### src/rtl/line_queue.sv
// Segment FIFO feeding a line drawer: queues endpoint pairs, launches one at a
// time with a go pulse, waits for draw_done or a timeout before the next launch.
module line_queue #(
    parameter int DEPTH   = 4,
    parameter int TIMEOUT = 1048576
) (
    input  logic                     pclk,
    input  logic                     rst,
    input  logic                     wr_en,
    input  logic [9:0]               wr_stax,
    input  logic [9:0]               wr_stay,
    input  logic [9:0]               wr_endx,
    input  logic [9:0]               wr_endy,
    input  logic                     pause,
    input  logic                     draw_done,
    input  logic                     clr_err,
    output logic                     go,
    output logic [9:0]               stax,
    output logic [9:0]               stay,
    output logic [9:0]               endx,
    output logic [9:0]               endy,
    output logic                     busy,
    output logic                     full,
    output logic                     empty,
    output logic [$clog2(DEPTH):0]   count,
    output logic                     overflow,
    output logic                     timeout_err
);

    localparam int PW   = $clog2(DEPTH);
    localparam int CNTW = PW + 1;
    localparam int TW   = (TIMEOUT > 1) ? $clog2(TIMEOUT) : 1;

    localparam logic [PW-1:0]   PTR_ONE   = 1;
    localparam logic [CNTW-1:0] CNT_ONE   = 1;
    localparam logic [CNTW-1:0] CNT_FULL  = CNTW'(DEPTH);
    localparam logic [TW-1:0]   TW_ONE    = 1;
    localparam logic [TW-1:0]   WAIT_LAST = TW'(TIMEOUT - 1);

    typedef enum logic [1:0] {
        ST_IDLE,
        ST_GO,
        ST_WAIT
    } state_t;

    state_t          state_reg;
    state_t          state_next;
    logic [TW-1:0]   wait_cnt_reg;
    logic [TW-1:0]   wait_cnt_next;
    logic [PW-1:0]   wr_ptr_reg;
    logic [PW-1:0]   rd_ptr_reg;
    logic [39:0]     mem [DEPTH];
    logic [39:0]     head;
    logic            push_ok;
    logic            pop;
    logic            timeout_hit;

    assign empty   = (count == '0);
    assign full    = (count == CNT_FULL);
    assign push_ok = wr_en && !full;
    assign head    = mem[rd_ptr_reg];

    // Storage has no reset: pointers and count define which entries are valid.
    always_ff @(posedge pclk) begin
        if (push_ok) begin
            mem[wr_ptr_reg] <= {wr_stax, wr_stay, wr_endx, wr_endy};
        end
    end

    always_comb begin
        state_next    = state_reg;
        wait_cnt_next = '0;
        pop           = 1'b0;
        timeout_hit   = 1'b0;
        case (state_reg)
            ST_IDLE: begin
                if (!empty && !pause) begin
                    pop        = 1'b1;
                    state_next = ST_GO;
                end
            end
            ST_GO: state_next = ST_WAIT;
            ST_WAIT: begin
                // draw_done takes priority over an expiring counter
                if (draw_done) begin
                    state_next = ST_IDLE;
                end else if (wait_cnt_reg == WAIT_LAST) begin
                    timeout_hit = 1'b1;
                    state_next  = ST_IDLE;
                end else begin
                    wait_cnt_next = wait_cnt_reg + TW_ONE;
                end
            end
            default: state_next = ST_IDLE;
        endcase
        go   = (state_reg == ST_GO);
        busy = (state_reg != ST_IDLE);
    end

    always_ff @(posedge pclk or posedge rst) begin
        if (rst) begin
            state_reg    <= ST_IDLE;
            wait_cnt_reg <= '0;
            wr_ptr_reg   <= '0;
            rd_ptr_reg   <= '0;
            count        <= '0;
            stax         <= '0;
            stay         <= '0;
            endx         <= '0;
            endy         <= '0;
            overflow     <= 1'b0;
            timeout_err  <= 1'b0;
        end else begin
            state_reg    <= state_next;
            wait_cnt_reg <= wait_cnt_next;
            if (push_ok) begin
                wr_ptr_reg <= wr_ptr_reg + PTR_ONE;
            end
            if (pop) begin
                rd_ptr_reg             <= rd_ptr_reg + PTR_ONE;
                {stax, stay, endx, endy} <= head;
            end
            case ({push_ok, pop})
                2'b10:   count <= count + CNT_ONE;
                2'b01:   count <= count - CNT_ONE;
                default: count <= count;
            endcase
            // Set conditions win over a same-cycle clear.
            if (wr_en && full) begin
                overflow <= 1'b1;
            end else if (clr_err) begin
                overflow <= 1'b0;
            end
            if (timeout_hit) begin
                timeout_err <= 1'b1;
            end else if (clr_err) begin
                timeout_err <= 1'b0;
            end
        end
    end

endmodule

### config.mk
export PLATFORM = sky130hd
export DESIGN_NAME = line_queue
export DESIGN_NICKNAME = d
export VERILOG_FILES = /design/src/rtl/line_queue.sv
export SDC_FILE = /design/constraint.sdc
export NUM_CORES = 1
export LEC_CHECK = 0
export CORE_MARGIN = 2
export CORE_UTILIZATION = 56
export CTS_CLUSTER_SIZE = 20
export DETAILED_ROUTE_END_ITERATION = 16
export PLACE_DENSITY = 0.79
export RECOVER_POWER = 50
export SYNTH_ARGS = -nofsm -noshare
export SYNTH_HDL_FRONTEND = slang
export SYNTH_SLANG_ARGS = --single-unit
### constraint.sdc
create_clock -name pclk -period 3.4 [get_ports pclk]
set_input_delay 0.68 -clock pclk [delete_from_list [all_inputs] [get_ports pclk]]
set_output_delay 0.68 -clock pclk [all_outputs]
set_load 0.005 [all_outputs]
# [Word-level counts from Yosys, hierarchy flattened]
# Memory sizes are Yosys's and may differ from the RTL's. A register that Yosys moved wholly into a read port is not among the register bits.
# Index checks and enable logic that the tools add are counted.
[totals] ram_bits=160 memories=1 inputBits=46 ff_bits=31
[op_classes] mux=18 eq_ne=8 addsub=5 reduce_logical=13
[mem_list] memory="mem" depth=4 word_bits=40 read_ports=1 rd_clocked_by_memory_dff=1 wr=1 line_no="52" source="logic [39:0] mem [DEPTH];"
[ops] op="$mux 20" count=3
[ops] op="$add 20x1->20 const B" count=1
[ops] op="$eq 20x20->1 const B" count=1
[ops] op="$mux 1" count=10
[ops] op="$reduce_bool 2->1" count=4
[ops] op="$mux 2" count=3
[ops] op="$pmux 2 s3" count=1
[ops] op="$pmux 3 s2" count=1
[ops] op="$add 2x1->2 const B" count=2
[ops] op="$eq 2x1->1 const B" count=2
[ops] op="$eq 2x2->1 const B" count=2
[ops] op="$add 3x1->3 const B" count=1
[ops] op="$eq 3x3->1 const B" count=1
[ops] op="$logic_and 1x1->1" count=3
[ops] op="$logic_not 1->1" count=3
[ops] op="$logic_not 3->1" count=1
[ops] op="$ne 3x3->1 const B" count=1
[ops] op="$sub 3x1->3 const B" count=1
[ops] op="$logic_not 2->1" count=1
[ops] op="$ne 2x2->1 const B" count=1
[ops] op="$reduce_and 2->1" count=1

# [Longest topological paths before layout]
[depth] ltp_word=7 ltp_mapped=11 mapped_depth_nobuf=10

# [Worst setup path before layout]
# OpenSTA, ideal clock, no wires.
[synth_path] path_kind="input-to-reg" start="in pause" end="reg count[2]" slack_ps=866 t_arrival_ps=2455 t_required_ps=3321 n_path_buf=2 setup_ps=79 stages=10 path_cell_list="or3_1 > clkbuf_1 > clkinv_1 > buf_2 > ha_1 > inv_1 > fa_1 > xor2_1 > nor2_1 > xor2_1"
[synth_between] elab_chain_cells=6
[synth_lines] item="start, declared" line_no="14" source="input logic pause,"
[synth_lines] item="$logic_not 1->1 *" line_no="77" source="if (!empty && !pause) begin"
[synth_lines] item="$logic_and 1x1->1 *" line_no="77"
[synth_lines] item="$mux 1 *" line_no="77"
[synth_lines] item="$mux 1 *" line_no="75" source="case (state_reg)"
[synth_lines] item="net pop" line_no="55" source="logic pop;"
[synth_lines] item="$eq 2x1->1 or $eq 2x2->1 (tied branches)" line_no="123" source="case ({push_ok, pop})"
[synth_lines] item="$pmux 3 s2 or $reduce_bool 2->1 (tied branches)"
[synth_lines] item="end signal, assigned" line_no="124" source="2'b10: count <= count + CNT_ONE;"
[synth_lines] item="end signal, assigned" line_no="125" source="2'b01: count <= count - CNT_ONE;"
[synth_lines] item="end signal, assigned" line_no="126" source="default: count <= count;"
[synth_lines] item="end, declared" line_no="25" source="output logic [$clog2(DEPTH):0] count,"
# The timed path passes the listed nets; every way through them passes the cells marked *.
# A chain may end at the register's enable or synchronous reset.

# [Worst setup path after layout]
[layout_path] start="reg count[0]" end="mem mem[1][28] (enable)"
[layout_between] elab_chain_cells=5
[layout_lines] item="$eq 3x3->1" line_no="59" source="assign full = (count == CNT_FULL);"
[layout_lines] item="$logic_not 1->1" line_no="60" source="assign push_ok = wr_en && !full;"
[layout_lines] item="$logic_and 1x1->1" line_no="60"
[layout_lines] item="$mux 1" line_no="65" source="if (push_ok) begin"
[layout_lines] item="$mux 1 (not written as such)" line_no="66" source="mem[wr_ptr_reg] <= {wr_stax, wr_stay, wr_endx, wr_endy};"
[layout_lines] item="end, declared" line_no="52"
# No other way between the ends.

==> metrics.md <==
| Metric | Value |
|---|---|
| Clock input transition at the sequential cells of the worst setup and hold paths | 0.06 ns |
| Worst Hold End | endy[3] |
| Area of the placeable core | 15300 um^2 |
| Setup CP Type | reg2reg |
| Leakage power summed over all cells | 4.00 nW |
| Most common cell after layout, fill and taps aside | sky130_fd_sc_hd__edfxtp_1 |
| Max H-tree Level | 1 |
| Number of input and output port buffers inserted | 94 |
| Share of the cycle needed by the critical path after routing | 71.3% |
| Grt met1 use | 29.0% |
| Setup TNS | 0 ns |
| Number of fill cells | 992 |
| Endpoint required time on the critical path | 3.58 ns |
| Remaining design rule violation count | 0 |
| Number of buffers between clock root and the deepest sink | 3 |
| Antenna diode count | 0 |
| Cell area after synthesis | 8810 um^2 |
| Count of standard-cell rows | 45 |
| Area of placed instances | 10000 um^2 |
| Ratio of cells with drive above 1 in the final layout | 14.3% |
| Final Skew | 0.0105 ns |
| Final setup violating endpoints | 0 |
| Max FFs per register | 160 |
| YS warnings | 0 |
| Clock net sink count | 231 |
| Final hold vios | 0 |
| Layout Utilization | 70.6% |
| Post-synthesis cell count | 537 |
| Hold path start | endy[3] |
| CP endpoint kind | flop |
| Async set-reset flop share out of synthesis | 30.7% |
| Slew Limit Headroom | 13.3% |
| Leading register cell type out of synthesis | sky130_fd_sc_hd__edfxtp_1 |
| Aggregate global routing overflow | 0 |
| GR peak layer | met2 |
| CP arrival | 2.61 ns |
| Max FO, Critical Path | 32 |
| Area occupied by multi-input gates | 2090 um^2 |
| Global routing usage on met3 | 3.39% |
| Vias after detailed routing | 4740 |
| Initial standard-cell utilization of the core | 57.7% |
| Worst setup slack for register-to-register paths | 0.98 ns |
| Pin count of the biggest net entering global routing | 43 |
| Overall Global Routing Usage | 21.4% |
| Startpoint type of the worst setup path | flop |
| Wire length per cell after detailed routing | 19.6 um |
| Most used cells in the layout excluding fill and tap cells | sky130_fd_sc_hd__edfxtp_1 (160), sky130_fd_sc_hd__nand2_1 (128), sky130_fd_sc_hd__dfrtp_1 (69) |
| Non-filler cells in the finished layout | 870 |
| Hold buffers post-CTS | 0 |
| Post-layout minimum cycle time | 2.42 ns |
| Met2 track demand over resource | 36.8% |
| TritonCTS clock tree | yes |
| Maximum resistive drop on vdd | 0.000538 V |
| Worst Hold Depth | 2 |
| Achievable frequency | 413 MHz |
| Cell count after placement | 829 |
| Cell area power density | 835 nW/um^2 |
| Wire length of the first global-routing pass | 27.1 mm |
| Sequential standard cell area | 6590 um^2 |
| Number of maximum-capacitance constraint violations | 0 |
| Post-synth cell types | 35 |
| Post-synthesis register bit count | 231 |
| Height of the chip | 129 um |
| Count of flip-flops with a built-in enable after synthesis | 160 |
| Number of iterations in the first detailed-routing pass | 5 |
| Result of the run | finished, final reports clean |
| R2R Path End | mem[1][28] |
| CTS Buf Count | 23 |
| Initial antenna violation count | 0 |
| Portion of the post-synthesis area used by sequential elements | 74.7% |
| Unrepaired setup endpoints after global routing | false |
| Vias per cell | 5.45 |
| Number of global-route vias before repair | 5015 |
| Area Growth Syn to Fin | 22.3% |
| Clock latency at the later pin of the worst-skew pair | 0.49 ns |
| Transition time at the pin with the least slew margin | 1.29 ns |
| X dimension of the die | 129 um |
| Synthesized area divided by synthesized cell count | 16.4 um^2 |
| Class of the most critical hold timing path | reg2reg |
| Final Net Count | 696 |
| Pins Over Slew Limit | 0 |
| Reg-to-Reg Start | count[0] |
| Post-DP HPWL | 10.0 mm |
| Root buffer selected by CTS | sky130_fd_sc_hd__clkbuf_16 |
| Post-detailed-routing wire length | 17.1 mm |
| Number of violations reported at the end of detailed-routing iteration 0 | 289 |
| Number of buffers inserted to repair setup after CTS | 0 |
| Worst R2R Path Depth | 5 |
| Design area | 10800 um^2 |
| Placer's final routability congestion estimate | 0.809 |
| Total nets after synthesis | 590 |
| Die area | 16700 um^2 |
| Boundary pin count | 95 |
| Post_cts resized | 0 |
| Post-route ant nets | 0 |
synth_stat cells (2+ instances only):
| cell type | count | area share (%) |
|---|---|---|
| sky130_fd_sc_hd__nor2_1 | 19 | 0.81 |
| sky130_fd_sc_hd__and2_1 | 4 | 0.28 |
| sky130_fd_sc_hd__or4_1 | 5 | 0.43 |
| sky130_fd_sc_hd__nand4_1 | 2 | 0.14 |
| sky130_fd_sc_hd__edfxtp_1 | 160 | 55 |
| sky130_fd_sc_hd__nand2_1 | 128 | 5.5 |
| sky130_fd_sc_hd__o21ai_0 | 7 | 0.40 |
| sky130_fd_sc_hd__a21oi_1 | 5 | 0.28 |
| sky130_fd_sc_hd__xnor2_1 | 14 | 1.4 |
| sky130_fd_sc_hd__nor4_1 | 3 | 0.21 |
| sky130_fd_sc_hd__or3_1 | 6 | 0.43 |
| sky130_fd_sc_hd__xor2_1 | 4 | 0.40 |
| sky130_fd_sc_hd__nand3_1 | 10 | 0.57 |
| sky130_fd_sc_hd__ha_1 | 6 | 0.85 |
| sky130_fd_sc_hd__and3_1 | 2 | 0.14 |
| sky130_fd_sc_hd__inv_1 | 13 | 0.55 |
| sky130_fd_sc_hd__buf_2 | 9 | 0.51 |
| sky130_fd_sc_hd__nor2b_1 | 2 | 0.14 |
| sky130_fd_sc_hd__dfrtp_1 | 71 | 20 |
| sky130_fd_sc_hd__clkbuf_1 | 11 | 0.47 |
| sky130_fd_sc_hd__mux4_2 | 40 | 10 |
| sky130_fd_sc_hd__nor3_1 | 3 | 0.17 |
per-layer routing:
metal	vias up	wire, um
li1	2172	-
met1	2400	7110
met2	143	8660
met3	25	970
met4	0	311
met5	-	0
cell type report:
type / instances / share of cell area (%)
clock buffers: 27 / 5.48
flip-flops and latches: 231 / 61.2
inverters: 14 / 0.500
well taps: 211 / 2.45
multi-input cells: 271 / 19.4
repair buffers: 102 / 9.68
clock inverters: 14 / 1.36
cells by family (layout without fill, tap and decap cells):
family	count (synthesis)	count (layout)	synth area share [%]
buffers and inverters	35	157	1.62
xor gates and xnor gates	18	18	1.79
AOI/OAI and AO/OA	16	16	1.01
and+or+nand+nor	188	188	9.29
muxes	42	42	10.5
DFF	231	231	74.7
adders and majority gates	7	7	1.08
worst max path at each step:
stage             start                to  slack, ns  cells after the start
3_5_place_dp      pause          count[2]       0.64                      9
4_1_cts        count[0]              full       0.96                      3
3_3_place_gp      pause          count[2]       0.68                      9
2_1_floorplan     pause          count[2]       0.87                     10
5_1_grt             rst  wait_cnt_reg[10]       0.62                      3
6_report       count[0]        mem[1][28]       0.98                      5
where the power goes:
group,internal (W),switching [W],leakage (nW)
registers,0.00374,0.000507,2.37
clock network,0.00147,0.000993,0.359
logic,0.00128,0.00100,1.27
stage by stage:
stage / hold WS, ns / setup WS [ns] / total power, W
global route: 0.496 / 0.620 / 0.00947
global placement: 0.448 / 0.678 / 0.00651
detailed placement: 0.461 / 0.637 / 0.00661
finish: 0.473 / 0.976 / 0.00899
CTS: 0.477 / 0.962 / 0.00912
floorplan: 0.433 / 0.866 / 0.00550
worst max-delay path: stages, from the launching register on:
cell	delay (ns)
sky130_fd_sc_hd__dfrtp_1	0.41
sky130_fd_sc_hd__inv_1	0.10
sky130_fd_sc_hd__and3_1	0.19
sky130_fd_sc_hd__nor2b_1	0.41
sky130_fd_sc_hd__and2_0	0.67
sky130_fd_sc_hd__buf_12	0.31
(Power assumes the default switching activity.)
